[config.mk]
export PLATFORM = sky130hd
export DESIGN_NAME = mem_arbiter_ctrl
export DESIGN_NICKNAME = d
export VERILOG_FILES = /design/src/rtl/mem_arbiter_ctrl.sv
export SDC_FILE = /design/constraint.sdc
export NUM_CORES = 1
export LEC_CHECK = 0
export BUFFER_PORTS_ARGS = -buffer_cell sky130_fd_sc_hd__buf_4
export CAP_MARGIN = 20
export CORE_UTILIZATION = 43
export DETAILED_ROUTE_END_ITERATION = 10
export PLACE_DENSITY = 0.75
export SYNTH_ARGS = -nofsm -noshare
export SYNTH_HDL_FRONTEND = slang
export SYNTH_SLANG_ARGS = --single-unit
[constraint.sdc]
create_clock -name clk -period 2.3 [get_ports clk]
set_clock_uncertainty 0.2 [all_clocks]
set_input_delay 0.345 -clock clk [delete_from_list [all_inputs] [get_ports clk]]
set_output_delay 0.345 -clock clk [all_outputs]
set_load 0.01 [all_outputs]
[src/rtl/mem_arbiter_ctrl.sv]
// mem_arbiter_ctrl
// Two-requester round-robin arbiter in front of a 2^ADDR_W x 8 word array.
// Every transaction uses the same four-cycle sequence: SETUP (address and data
// present, RW held at read), STROBE (RW drops only for a write), DONE (one-cycle
// ack to the owner), then back to IDLE.
//
// Ports
//   clk, rst              : rising-edge clock, synchronous active-high reset
//   a_req/a_rw/a_addr/a_wdata : requester A request (rw: 1 = read, 0 = write)
//   a_ack, a_rdata        : requester A completion pulse and last read data
//   b_*                   : same set of ports for requester B
//   mem_sel               : one-hot word select to the array
//   mem_rw                : array RW line (1 = read, 0 = write)
//   mem_wdata             : array write data
//   mem_rdata             : array read data from the selected word
//   busy                  : high whenever the controller is not idle
//
// All outputs are registers. Each one is loaded from a value worked out for the
// state the FSM is about to enter, so they line up with the state cycle by cycle.
module mem_arbiter_ctrl #(
  parameter  int ADDR_W  = 4,
  localparam int N_WORDS = 32'sd1 << ADDR_W
) (
  input  logic               clk,
  input  logic               rst,
  input  logic               a_req,
  input  logic               a_rw,
  input  logic [ADDR_W-1:0]  a_addr,
  input  logic [7:0]         a_wdata,
  output logic               a_ack,
  output logic [7:0]         a_rdata,
  input  logic               b_req,
  input  logic               b_rw,
  input  logic [ADDR_W-1:0]  b_addr,
  input  logic [7:0]         b_wdata,
  output logic               b_ack,
  output logic [7:0]         b_rdata,
  output logic [N_WORDS-1:0] mem_sel,
  output logic               mem_rw,
  output logic [7:0]         mem_wdata,
  input  logic [7:0]         mem_rdata,
  output logic               busy
);

  typedef enum logic [1:0] {
    ST_IDLE   = 2'd0,
    ST_SETUP  = 2'd1,
    ST_STROBE = 2'd2,
    ST_DONE   = 2'd3
  } state_t;

  state_t r_state;
  state_t w_state_nxt;

  // Transaction fields, frozen at grant
  logic              r_last_b;   // 1: B was granted last
  logic              r_owner_b;  // 1: current transaction belongs to B
  logic              r_rw;
  logic [ADDR_W-1:0] r_addr;

  // Grant decision and the fields the next state will use
  logic              w_gnt_valid;
  logic              w_gnt_b;
  logic              w_owner_b;
  logic              w_rw;
  logic [ADDR_W-1:0] w_addr;

  // Next values of the registered outputs
  logic [N_WORDS-1:0] w_mem_sel;
  logic               w_mem_rw;
  logic [7:0]         w_mem_wdata;
  logic               w_a_ack;
  logic               w_b_ack;
  logic               w_busy;

  logic [N_WORDS-1:0] r_mem_sel;
  logic               r_mem_rw;
  logic [7:0]         r_mem_wdata;
  logic               r_a_ack;
  logic               r_b_ack;
  logic               r_busy;
  logic [7:0]         r_a_rdata;
  logic [7:0]         r_b_rdata;

  function automatic logic [N_WORDS-1:0] onehot(input logic [ADDR_W-1:0] addr);
    logic [N_WORDS-1:0] v;
    v       = {N_WORDS{1'b0}};
    v[addr] = 1'b1;
    return v;
  endfunction

  // State register
  always_ff @(posedge clk) begin
    if (rst) begin
      r_state <= ST_IDLE;
    end else begin
      r_state <= w_state_nxt;
    end
  end

  // Next-state logic and round-robin grant (only meaningful in IDLE)
  always_comb begin
    w_state_nxt = r_state;
    w_gnt_valid = (r_state == ST_IDLE) && (a_req || b_req);
    // B wins when alone, or on a tie when A was granted last
    w_gnt_b     = b_req && (!a_req || !r_last_b);
    if (w_gnt_valid) begin
      w_owner_b = w_gnt_b;
      w_rw      = w_gnt_b ? b_rw   : a_rw;
      w_addr    = w_gnt_b ? b_addr : a_addr;
    end else begin
      w_owner_b = r_owner_b;
      w_rw      = r_rw;
      w_addr    = r_addr;
    end
    case (r_state)
      ST_IDLE:   w_state_nxt = w_gnt_valid ? ST_SETUP : ST_IDLE;
      ST_SETUP:  w_state_nxt = ST_STROBE;
      ST_STROBE: w_state_nxt = ST_DONE;
      ST_DONE:   w_state_nxt = ST_IDLE;
      default:   w_state_nxt = ST_IDLE;
    endcase
  end

  // Output decode for the state being entered
  always_comb begin
    w_mem_sel = {N_WORDS{1'b0}};
    w_mem_rw  = 1'b1;
    w_a_ack   = 1'b0;
    w_b_ack   = 1'b0;
    w_busy    = (w_state_nxt != ST_IDLE);
    if (w_gnt_valid) begin
      w_mem_wdata = w_gnt_b ? b_wdata : a_wdata;
    end else begin
      w_mem_wdata = r_mem_wdata;
    end
    case (w_state_nxt)
      ST_IDLE: begin
        w_mem_sel = {N_WORDS{1'b0}};
      end
      ST_SETUP: begin
        w_mem_sel = onehot(w_addr);
      end
      ST_STROBE: begin
        w_mem_sel = onehot(w_addr);
        w_mem_rw  = w_rw;   // the only place the RW line can go low
      end
      ST_DONE: begin
        w_a_ack = !w_owner_b;
        w_b_ack = w_owner_b;
      end
      default: begin
        w_mem_sel = {N_WORDS{1'b0}};
      end
    endcase
  end

  // Latch request fields and advance the round-robin pointer at grant
  always_ff @(posedge clk) begin
    if (rst) begin
      r_last_b  <= 1'b1;
      r_owner_b <= 1'b0;
      r_rw      <= 1'b1;
      r_addr    <= {ADDR_W{1'b0}};
    end else if (w_gnt_valid) begin
      r_last_b  <= w_gnt_b;
      r_owner_b <= w_gnt_b;
      r_rw      <= w_rw;
      r_addr    <= w_addr;
    end
  end

  // Registered array-side outputs, acks and busy
  always_ff @(posedge clk) begin
    if (rst) begin
      r_mem_sel   <= {N_WORDS{1'b0}};
      r_mem_rw    <= 1'b1;
      r_mem_wdata <= 8'h00;
      r_a_ack     <= 1'b0;
      r_b_ack     <= 1'b0;
      r_busy      <= 1'b0;
    end else begin
      r_mem_sel   <= w_mem_sel;
      r_mem_rw    <= w_mem_rw;
      r_mem_wdata <= w_mem_wdata;
      r_a_ack     <= w_a_ack;
      r_b_ack     <= w_b_ack;
      r_busy      <= w_busy;
    end
  end

  // Read data capture on the STROBE->DONE edge into the owner's register only
  always_ff @(posedge clk) begin
    if (rst) begin
      r_a_rdata <= 8'h00;
      r_b_rdata <= 8'h00;
    end else if ((r_state == ST_STROBE) && r_rw) begin
      if (r_owner_b) begin
        r_b_rdata <= mem_rdata;
      end else begin
        r_a_rdata <= mem_rdata;
      end
    end
  end

  assign mem_sel   = r_mem_sel;
  assign mem_rw    = r_mem_rw;
  assign mem_wdata = r_mem_wdata;
  assign a_ack     = r_a_ack;
  assign b_ack     = r_b_ack;
  assign a_rdata   = r_a_rdata;
  assign b_rdata   = r_b_rdata;
  assign busy      = r_busy;

endmodule

* Word-level counts from Yosys, hierarchy flattened
Index checks and enable logic that the tools add are counted.
** Word-level totals
- Output and inout bits :: 44
- Input bits :: 38
- Logic and storage cells :: 52
- Bits in registers :: 53
** Operators by class
- Multiplexer cells :: 10
- Order comparisons :: 2
- Equal/unequal tests :: 6
- Reduce and logical (&&, ||, !) cells :: 17
- Bitwise operators :: 4
** Operators by type and width (number)
- equality test 2 bit (second input constant) :: 4
- 2-to-1 mux 4 bit :: 2
- 2-to-1 mux 8 bit :: 1
- case mux 2 bit (4 select lines) :: 1
- OR reduction 2 bit :: 4
- < comparator 4 x 5 -> 1 bit (second input constant) :: 1
- 2-to-1 mux 1 bit :: 5
- demux 1 bit (select 4 bit) :: 1
- equality test 2 x 1 -> 1 bit (second input constant) :: 2
- greater-or-equal comparator 4 x 1 -> 1 bit (second input constant) :: 1
- logical AND 1 bit :: 4
- NOT 1 bit :: 4
- AND reduction 2 bit :: 2
- logical NOT 1 bit :: 3
- logical NOT 2 bit :: 1
- logical OR 1 bit :: 2
- nonzero test 2 bit :: 1

* Longest topological paths before layout
Gate-level depths: netlist of the first run.
- Depth in word-level cells :: 9
- Gate-level depth with buffers :: 11
- Depth with buffers taken out :: 9

* Worst setup path after synthesis of the first run
No wires, ideal clock.
- Path kind :: reg-to-reg
- Start point :: register r_state[0]
- End point :: register r_mem_sel[11], in the netlist mem_sel[11]
- Library setup time :: 88 ps
- Cell stages (with the launch flop) :: 12
- Path slack :: 58 ps
- Clock period less this slack :: 2242 ps
- Arrival time :: 1954 ps
- Buffers on the path :: 2
- Data required time :: 2012 ps
- Cell sequence :: dfxtp_1 -> inv_1 -> ha_1 -> buf_2 -> inv_1 -> nor2_1 -> a21oi_1 -> ha_1 -> nor2b_1 -> or3b_1 -> buf_4 -> nor4_2
** Between the ends
- Longest elaborated chain between the ends :: 8
- Elaborated cells between the ends (all ways) :: 18
- Those cells by class :: order compare: 2; eq/ne: 5; mux: 5; bitwise: 1; reduce/logical: 5
** Ends and longest elaborated chain
- from (decl) :: line 52 : state_t r_state;
- from (signal assigned) :: line 97 : r_state <= w_state_nxt;
- branches (longest 8 deep; another with < comparator 4 x 5 -> 1 bit)
- to (signal assigned) :: line 176 : r_mem_sel <= {N_WORDS{1'b0}};
- to (signal assigned) :: line 183 : r_mem_sel <= w_mem_sel;
- to (decl) :: line 76 : logic [N_WORDS-1:0] r_mem_sel;
Parallel ways; which one is timed is not known.
A chain may end at the register's enable or synchronous reset.

* Worst setup path in the final report of the first run
- Start point :: register r_state[1]
- End point :: register r_mem_sel[1], in the netlist mem_sel[1]
Same word-level chain as after synthesis.

==> summary.md, run 1 <==
| Metric | Value |
|---|---|
| Mapped Cells | 183 |
| Maximum VDD drop | 407 µV |
| Full die area | 4970 µm² |
| P_leak | 1.31 nW |
| Main combinational cell family by area after synthesis | simple AND/OR/NAND/NOR gates |
| Diode count | 0 |
| Largest net degree at the start of global routing | 28 |
| Crit path top cell by count | inv_1 |
| Seq/Total Area, Yosys | 52.6% |
| Post-synthesis adder-cell area fraction | 3.10% |
| CP delay by family, top | simple AND/OR/NAND/NOR gates |
| FMAX | 0.455 GHz |
| Synth Area in Simple Gates | 19.0% |
| H-tree levels | 2 |
| Asr flop ratio synth | 0% |
| Crit path from | r_state[1] |
| Buffers and inverters on the worst path | 2 |
| Via count | 1649 |
| Grt ovf | 0 |
| Main synth FF type | dfxtp_1 |
| Area Overhead vs Synth | 39.0% |
| Row count | 24 |
| Reg clk slew, reported paths | 0.09 ns |
| Share of layout cells above drive strength 1 | 43.1% |
| Period Utilization, post-route | 95.5% |
| Netlist cell types | 34 |
| Starting Density | 45.4% |
| Num ports | 82 |
| Core Area | 4440 µm² |
| Crit path required time | 2.31 ns |
| CP Depth | 9 |
| Postcts setup bufs | 0 |
| Hold Startpoint | mem_rdata[6] |
| Status | complete, but fails checks |
| Post-DP HPWL | 3.09 mm |
| Routability cong. | 0.868 |
| First-pass GRT wire length | 7.11 mm |
| Die H | 70.5 µm |
| Initial DRC Count | 122 |
| Vias per cell | 5.17 |
| Worst R2R End | mem_sel[1] |
| Synth warnings | 0 |
| Worst hold path class | in -> reg |
| Slew @ Worst Pin | 0.653 ns |
| DRC errors left | 13 |
| CP endpoint kind | flop |
| Post-synth EDFFs | 0 |
| Max stage delay on crit path | 0.48 ns |
| Post-CTS Hold Fix Bufs | 0 |
| Pwr per Cell Area | 787 nW/µm² |
| Final min period | 2.20 ns |
| Vias in the first global route | 1541 |
| Clock sink count | 53 |
| Placement Setup Slack | -0.0202 ns |
| ANT nets after route | 0 |
| First drt pass iteration count | 7 |
| CTS buffer count | 5 |
| CP cell instances | inv_1, ha_2, inv_1, nor2_2, a21oi_1, ha_1, nor2b_2, or3b_4, nor4_2 |
| Hold Fails Final Rpt | 0 |
| R2r setup slk | 0.10 ns |
| Syn nets | 226 |
| Total Wirelength | 4.30 mm |
| GRT Util Overall | 18.1% |
| Total power | 0.00221 W |
| CP max FO | 8 |
| CP startpoint kind | flop |
| Worst setup path endpoint | mem_sel[1] |
| Syn avg cell area | 11.0 µm² |
| Slew Viols, Final | 0 |
| Area after DPL | 2680 µm² |
| Reg2reg start | r_state[1] |
| Root Driver | clkbuf_8 |
| Final #Nets | 309 |
| Initial antenna violation count | 0 |
| Clock Path Buffers | 2 |
| Core Util, Final | 63.0% |
| Worst Reg-to-Reg Cells | 9 |
| Yosys reg bits | 53 |
| Violated checks | design-rule violations |
| CTS tree | yes |
| Number of port buffers | 81 |
| Xor and xnor area share after synthesis | 0% |
| Filler cells | 387 |
| Die X | 70.5 µm |
| Cell Area, Synth | 2020 µm² |
| Post-synthesis mux area share | 7.95% |
| Final setup vio count | 0 |
| Slowest-stage cell, CP | or3b_4 |
| CP Class | reg -> reg |
| Max-Cap Viols | 0 |
| Slew headroom | 56.5% |
| Wire per inst | 13.5 µm |
| Final Cell Area | 2800 µm² |
| Worst-skew pair later-pin latency | 0.29 ns |
| Compound-cell area share of the yosys netlist | 13.2% |
| Final worst slack | 0.102 ns |
| Critical path data arrival time | 2.21 ns |
==> worst register-to-register path, cell delays in order, from the launching register on <==
cell and delay (ns):
dfxtp_2 0.34, inv_1 0.08, ha_2 0.19, inv_1 0.06
nor2_2 0.11, a21oi_1 0.07, ha_1 0.29, nor2b_2 0.15
or3b_4 0.48, nor4_2 0.15
==> placed cells by master (no fill, tap or decap), drive strengths merged, types with 3 or more instances in the layout <==
cell / instances
clkbuf: 6
nor4: 16
inv: 7
ha: 5
buf: 87
mux2i: 16
a32o: 3
dfxtp: 53
a221o: 3
a222oi: 8
nor3: 4
nor2: 34
and2: 3
==> registers in the layout, summed over array words and instances, names as in the netlist <==
name	count
mem_sel	16
r_last_b	1
b_ack	1
mem_wdata	8
a_rdata	8
r_owner_b	1
busy	1
a_ack	1
r_rw	1
r_addr	4
b_rdata	8
r_state	2
mem_rw	1
==> worst min path at each step <==
stage / endpoint / slack, ns / depth (start not counted)
after floorplan: r_addr[2] / 0.26 / 2
after global placement: r_addr[3] / 0.27 / 2
after detailed placement: r_addr[3] / 0.29 / 2
after CTS: mem_wdata[2] / 0.08 / 3
after global routing: b_rdata[3] / 0.07 / 3
final: a_rdata[6] / 0.08 / 3
==> logic make-up after synthesis <==
logic type                 after synthesis
AOI/OAI and AO/OA                       24
adders and majority gates                5
buffers and inverters                   18
DFF                                     53
muxes                                   16
and+or+nand+nor                         67
==> synthesized netlist by cell type, drive strengths merged (2+ instances only) <==
| library cell | instances | area share (%) |
|---|---|---|
| nor3 | 4 | 0.99 |
| and2 | 3 | 0.93 |
| ha | 5 | 3.1 |
| a21oi | 2 | 0.50 |
| a221o | 3 | 2.0 |
| nor2b | 2 | 0.62 |
| buf | 7 | 2.1 |
| nor2 | 34 | 6.3 |
| nor4 | 16 | 7.4 |
| mux2i | 16 | 7.9 |
| o21ai | 2 | 0.50 |
| a32o | 3 | 1.5 |
| dfxtp | 53 | 53 |
| a222oi | 8 | 4.0 |
| inv | 7 | 1.3 |
| a221oi | 2 | 2.6 |
| clkbuf | 4 | 0.74 |
==> report_power, final <==
group	internal (W)	total, W	switching, W
sequential	0.00100	0.00104	0.0000436
clock	0.000215	0.000505	0.000290
combinational	0.000294	0.000656	0.000362
total	0.00151	0.00221	0.000696
==> layer usage <==
metal / track usage (%) / share of wire [%] / up-vias
met4: 4.76 / 0.58 / 0
li1: - / - / 833
met3: 6.20 / 7.6 / 2
met1: 23.4 / 46 / 753
met2: 28.6 / 46 / 61
met5: 0 / 0 / -
==> through the flow <==
stage / std cells / hold WS, ns / TNS, ns
3_5_place_dp: 311 / 0.285 / -0.0791
2_1_floorplan: 183 / 0.264 / 0
4_1_cts: 319 / 0.0772 / 0
6_report: 319 / 0.0837 / 0
5_1_grt: 319 / 0.0736 / -0.0622
3_3_place_gp: 311 / 0.274 / 0
==> cell type report <==
| class | instances | area (µm²) | area share, % |
|---|---|---|---|
| clock buffers | 6 | 72.6 | 2.59 |
| clock inverters | 2 | 15.0 | 0.536 |
| inverters | 7 | 26.3 | 0.938 |
| multi-input cells | 112 | 907 | 32.4 |
| flip-flops and latches | 53 | 1060 | 37.9 |
| well taps | 52 | 65.1 | 2.32 |
| repair buffers | 87 | 653 | 23.3 |
==> timing repair <==
| item | CTS | global route |
|---|---|---|
| gates resized for setup | 1 | 9 |
| cloned | 0 | 0 |
| pin swaps | 0 | 1 |
| endpoints found under the setup margin | 8 | 16 |
Note: power is estimated with default switching activity, not from simulation.
==> run 2: changes to the inputs <==
--- a/config.mk
+++ b/config.mk
@@ -10,6 +10,7 @@
 export CORE_UTILIZATION = 43
 export DETAILED_ROUTE_END_ITERATION = 10
 export PLACE_DENSITY = 0.75
+export RECOVER_POWER = 100
 export SYNTH_ARGS = -nofsm -noshare
 export SYNTH_HDL_FRONTEND = slang
 export SYNTH_SLANG_ARGS = --single-unit
==> run 2 against run 1 <==
Effect of this change:
- the run still ends with design-rule violations left
- first-iteration DRC count shrank 9.8%
- clock-buffer cell count stayed put
- worst hold slack hardly changed
- combinational power shrank 6.7%
- power is 2.2% lower
- global-route usage unchanged
- largest cell class unchanged
==> summary.md, run 2 (synthesis results as in run 1) <==
| Metric | Value |
|---|---|
| FMAX | 0.455 GHz (about the same) |
| Status | complete, but fails checks |
| CP cell instances | inv_1, ha_2, inv_1, nor2_2, a21oi_1, ha_1, nor2b_2, or3b_4, nor4_2 |
| Crit path top cell by count | inv_1 |
| Starting Density | 45.4% (unchanged) |
| Reg2reg start | r_state[1] |
| GRT Util Overall | 18.1% (unchanged) |
| Slew @ Worst Pin | 0.653 ns (-0.0000364 ns) |
| Worst R2R End | mem_sel[1] |
| H-tree levels | 2 (unchanged) |
| First drt pass iteration count | 9 (+2) |
| Routability cong. | 0.868 (unchanged) |
| Clock Power Share | 23.3% (+0.4 points) |
| Share of layout cells above drive strength 1 | 26.6% (-16 points) |
| CP delay by family, top | simple AND/OR/NAND/NOR gates |
| Max stage delay on crit path | 0.48 ns (about the same) |
| Hold Fails Final Rpt | 0 (unchanged) |
| Slowest-stage cell, CP | or3b_4 |
| Area Overhead vs Synth | 30.8% |
| # placed instances | 311 (unchanged) |
| Root Driver | clkbuf_8 |
| Violated checks | design-rule violations |
| Full die area | 4970 µm² (unchanged) |
| Die H | 70.5 µm (unchanged) |
| CTS buffer count | 5 (unchanged) |
| Layout Cells excl Fill | 319 (unchanged) |
| Max reg flops | 16 (unchanged) |
| CP Class | reg -> reg |
| Hold WS | 0.0836 ns (-0.0000865 ns) |
| Initial antenna violation count | 0 (unchanged) |
| Post-DP HPWL | 3.09 mm (unchanged) |
| Initial DRC Count | 110 (-9.8%) |
| Hold path cells | 3 (unchanged) |
| Core Util, Final | 59.3% (-3.7 points) |
| Clock Path Buffers | 2 (unchanged) |
| Largest net degree at the start of global routing | 28 (unchanged) |
| Via count | 1657 (+0.49%) |
| Final min period | 2.20 ns (-0.00172 ns) |
| Final #Nets | 309 (unchanged) |
| R2r setup slk | 0.10 ns (about the same) |
| Pint | 0.00147 W (-2.9%) |
| Sw Ratio | 32.1% (+0.52 points) |
| Combinational Power Share | 28.3% (-1.5 points) |
| Reg clk slew, reported paths | 0.09 ns (about the same) |
| ANT nets after route | 0 (unchanged) |
| Hold Startpoint | b_wdata[2] |
| Slew headroom | 56.5% (about the same) |
| Wire per inst | 13.5 µm (-0.14%) |
| First-pass GRT wire length | 7.11 mm (unchanged) |
| Commonest non-fill, non-tap cell in the layout | dfxtp_1 |
| Sw power | 0.000692 W (-0.56%) |
| Diode count | 0 (unchanged) |
| Total Wirelength | 4.30 mm (-0.14%) |
| Period Utilization, post-route | 95.5% (about the same) |
| Buffers and inverters on the worst path | 2 (unchanged) |
| Grt ovf | 0 (unchanged) |
| Post-CTS Hold Fix Bufs | 0 (unchanged) |
| P_leak | 1.12 nW (-14%) |
| Max-Cap Viols | 0 (unchanged) |
| Most frequent cells in the layout | 52 x dfxtp_1, 45 x clkbuf_1, 43 x buf_4, 32 x nor2_1, 16 x mux2i_1 |
| Clock sink count | 53 (unchanged) |
| Die X | 70.5 µm (unchanged) |
| Worst hold path class | in -> reg |
| Num ports | 82 (unchanged) |
| Final setup vio count | 0 (unchanged) |
| Slew Viols, Final | 0 (unchanged) |
| Vias per cell | 5.19 (+0.49%) |
| Flop pwr share | 48.3% (+0.9 points) |
| Core Area | 4440 µm² (unchanged) |
| CP max FO | 8 (unchanged) |
| Row count | 24 (unchanged) |
| CP startpoint kind | flop |
| CP endpoint kind | flop |
| Vias in the first global route | 1541 (unchanged) |
| DRC errors left | 12 (-1) |
| Number of port buffers | 81 (unchanged) |
| Worst-skew pair later-pin latency | 0.29 ns (about the same) |
| Maximum VDD drop | 398 µV (-2.3%) |
| Crit path required time | 2.31 ns (about the same) |
| Postcts setup bufs | 0 (unchanged) |
| Critical path data arrival time | 2.21 ns (about the same) |
| CTS tree | yes |
| Hold endpoint | mem_wdata[2] |
| Worst Reg-to-Reg Cells | 9 (unchanged) |
| Pwr per Cell Area | 819 nW/µm² (+4.0%) |
==> run 2: cell count changes in the layout (fill, tap and decap cells not counted), sizes merged <==
| cell | previous run | this run |
|---|---|---|
| buf | 87 | 43 |
| clkbuf | 6 | 50 |
==> run 2: per-layer routing <==
| metal | track usage, % | part of all wire (%) | vias up |
|---|---|---|---|
| met3 | 6.20 | 8.3 | 2 |
| met2 | 28.6 | 46 | 65 |
| li1 | - | - | 833 |
| met4 | 4.76 | 0.58 | 0 |
| met5 | 0 | 0 | - |
| met1 | 23.4 | 45 | 757 |
==> run 2: worst max path at each step <==
stage	to	slack, ns	startpoint	cells after the start
floorplan	mem_sel[11]	0.06	r_state[0]	11
global placement	mem_sel[3]	0.06	r_state[0]	9
detailed placement	mem_sel[3]	-0.02	r_state[0]	9
CTS	mem_sel[8]	0.05	r_state[0]	7
global route	mem_sel[7]	-0.02	r_state[1]	9
finish	mem_sel[1]	0.10	r_state[1]	9
==> run 2: worst reg2reg max path, stage by stage (launching register included) <==
cell and delay, ns:
dfxtp_2 0.34, inv_1 0.08, ha_2 0.19, inv_1 0.06
nor2_2 0.11, a21oi_1 0.07, ha_1 0.29, nor2b_2 0.15
or3b_4 0.48, nor4_2 0.15
==> run 2: cell type report <==
class	count	area (µm²)
fillers	430	1810
flip-flops and latches	53	1060
multi-input cells	112	907
repair buffers	87	488
clock buffers	6	72.6
well taps	52	65.1
inverters	7	26.3
clock inverters	2	15.0
==> run 2: through the flow <==
step           worst slack [ns]  cell area (µm²)  TNS (ns)  power (W)
6_report                  0.104             2640         0    0.00216
5_1_grt                 -0.0210             2640   -0.0622    0.00229
4_1_cts                  0.0533             2770         0    0.00220
3_5_place_dp            -0.0202             2680   -0.0791    0.00169
3_3_place_gp             0.0575             2680         0    0.00168
2_1_floorplan            0.0582             2020         0    0.00145
==> run 2: repair_timing <==
item,4_1_cts,5_1_grt
hold endpoints to repair,0,0
gates resized for setup,1,9
pin swaps,0,1
setup endpoints to repair,8,16
==> run 2: power groups by stage <==
| stage | clock, W | combinational, W | sequential [W] |
|---|---|---|---|
| CTS | 0.000522 | 0.000633 | 0.00104 |
| floorplan | 0 | 0.000371 | 0.00108 |
| global placement | 0 | 0.000620 | 0.00106 |
| finish | 0.000503 | 0.000612 | 0.00104 |
| detailed placement | 0 | 0.000625 | 0.00106 |
| global route | 0.000567 | 0.000675 | 0.00105 |
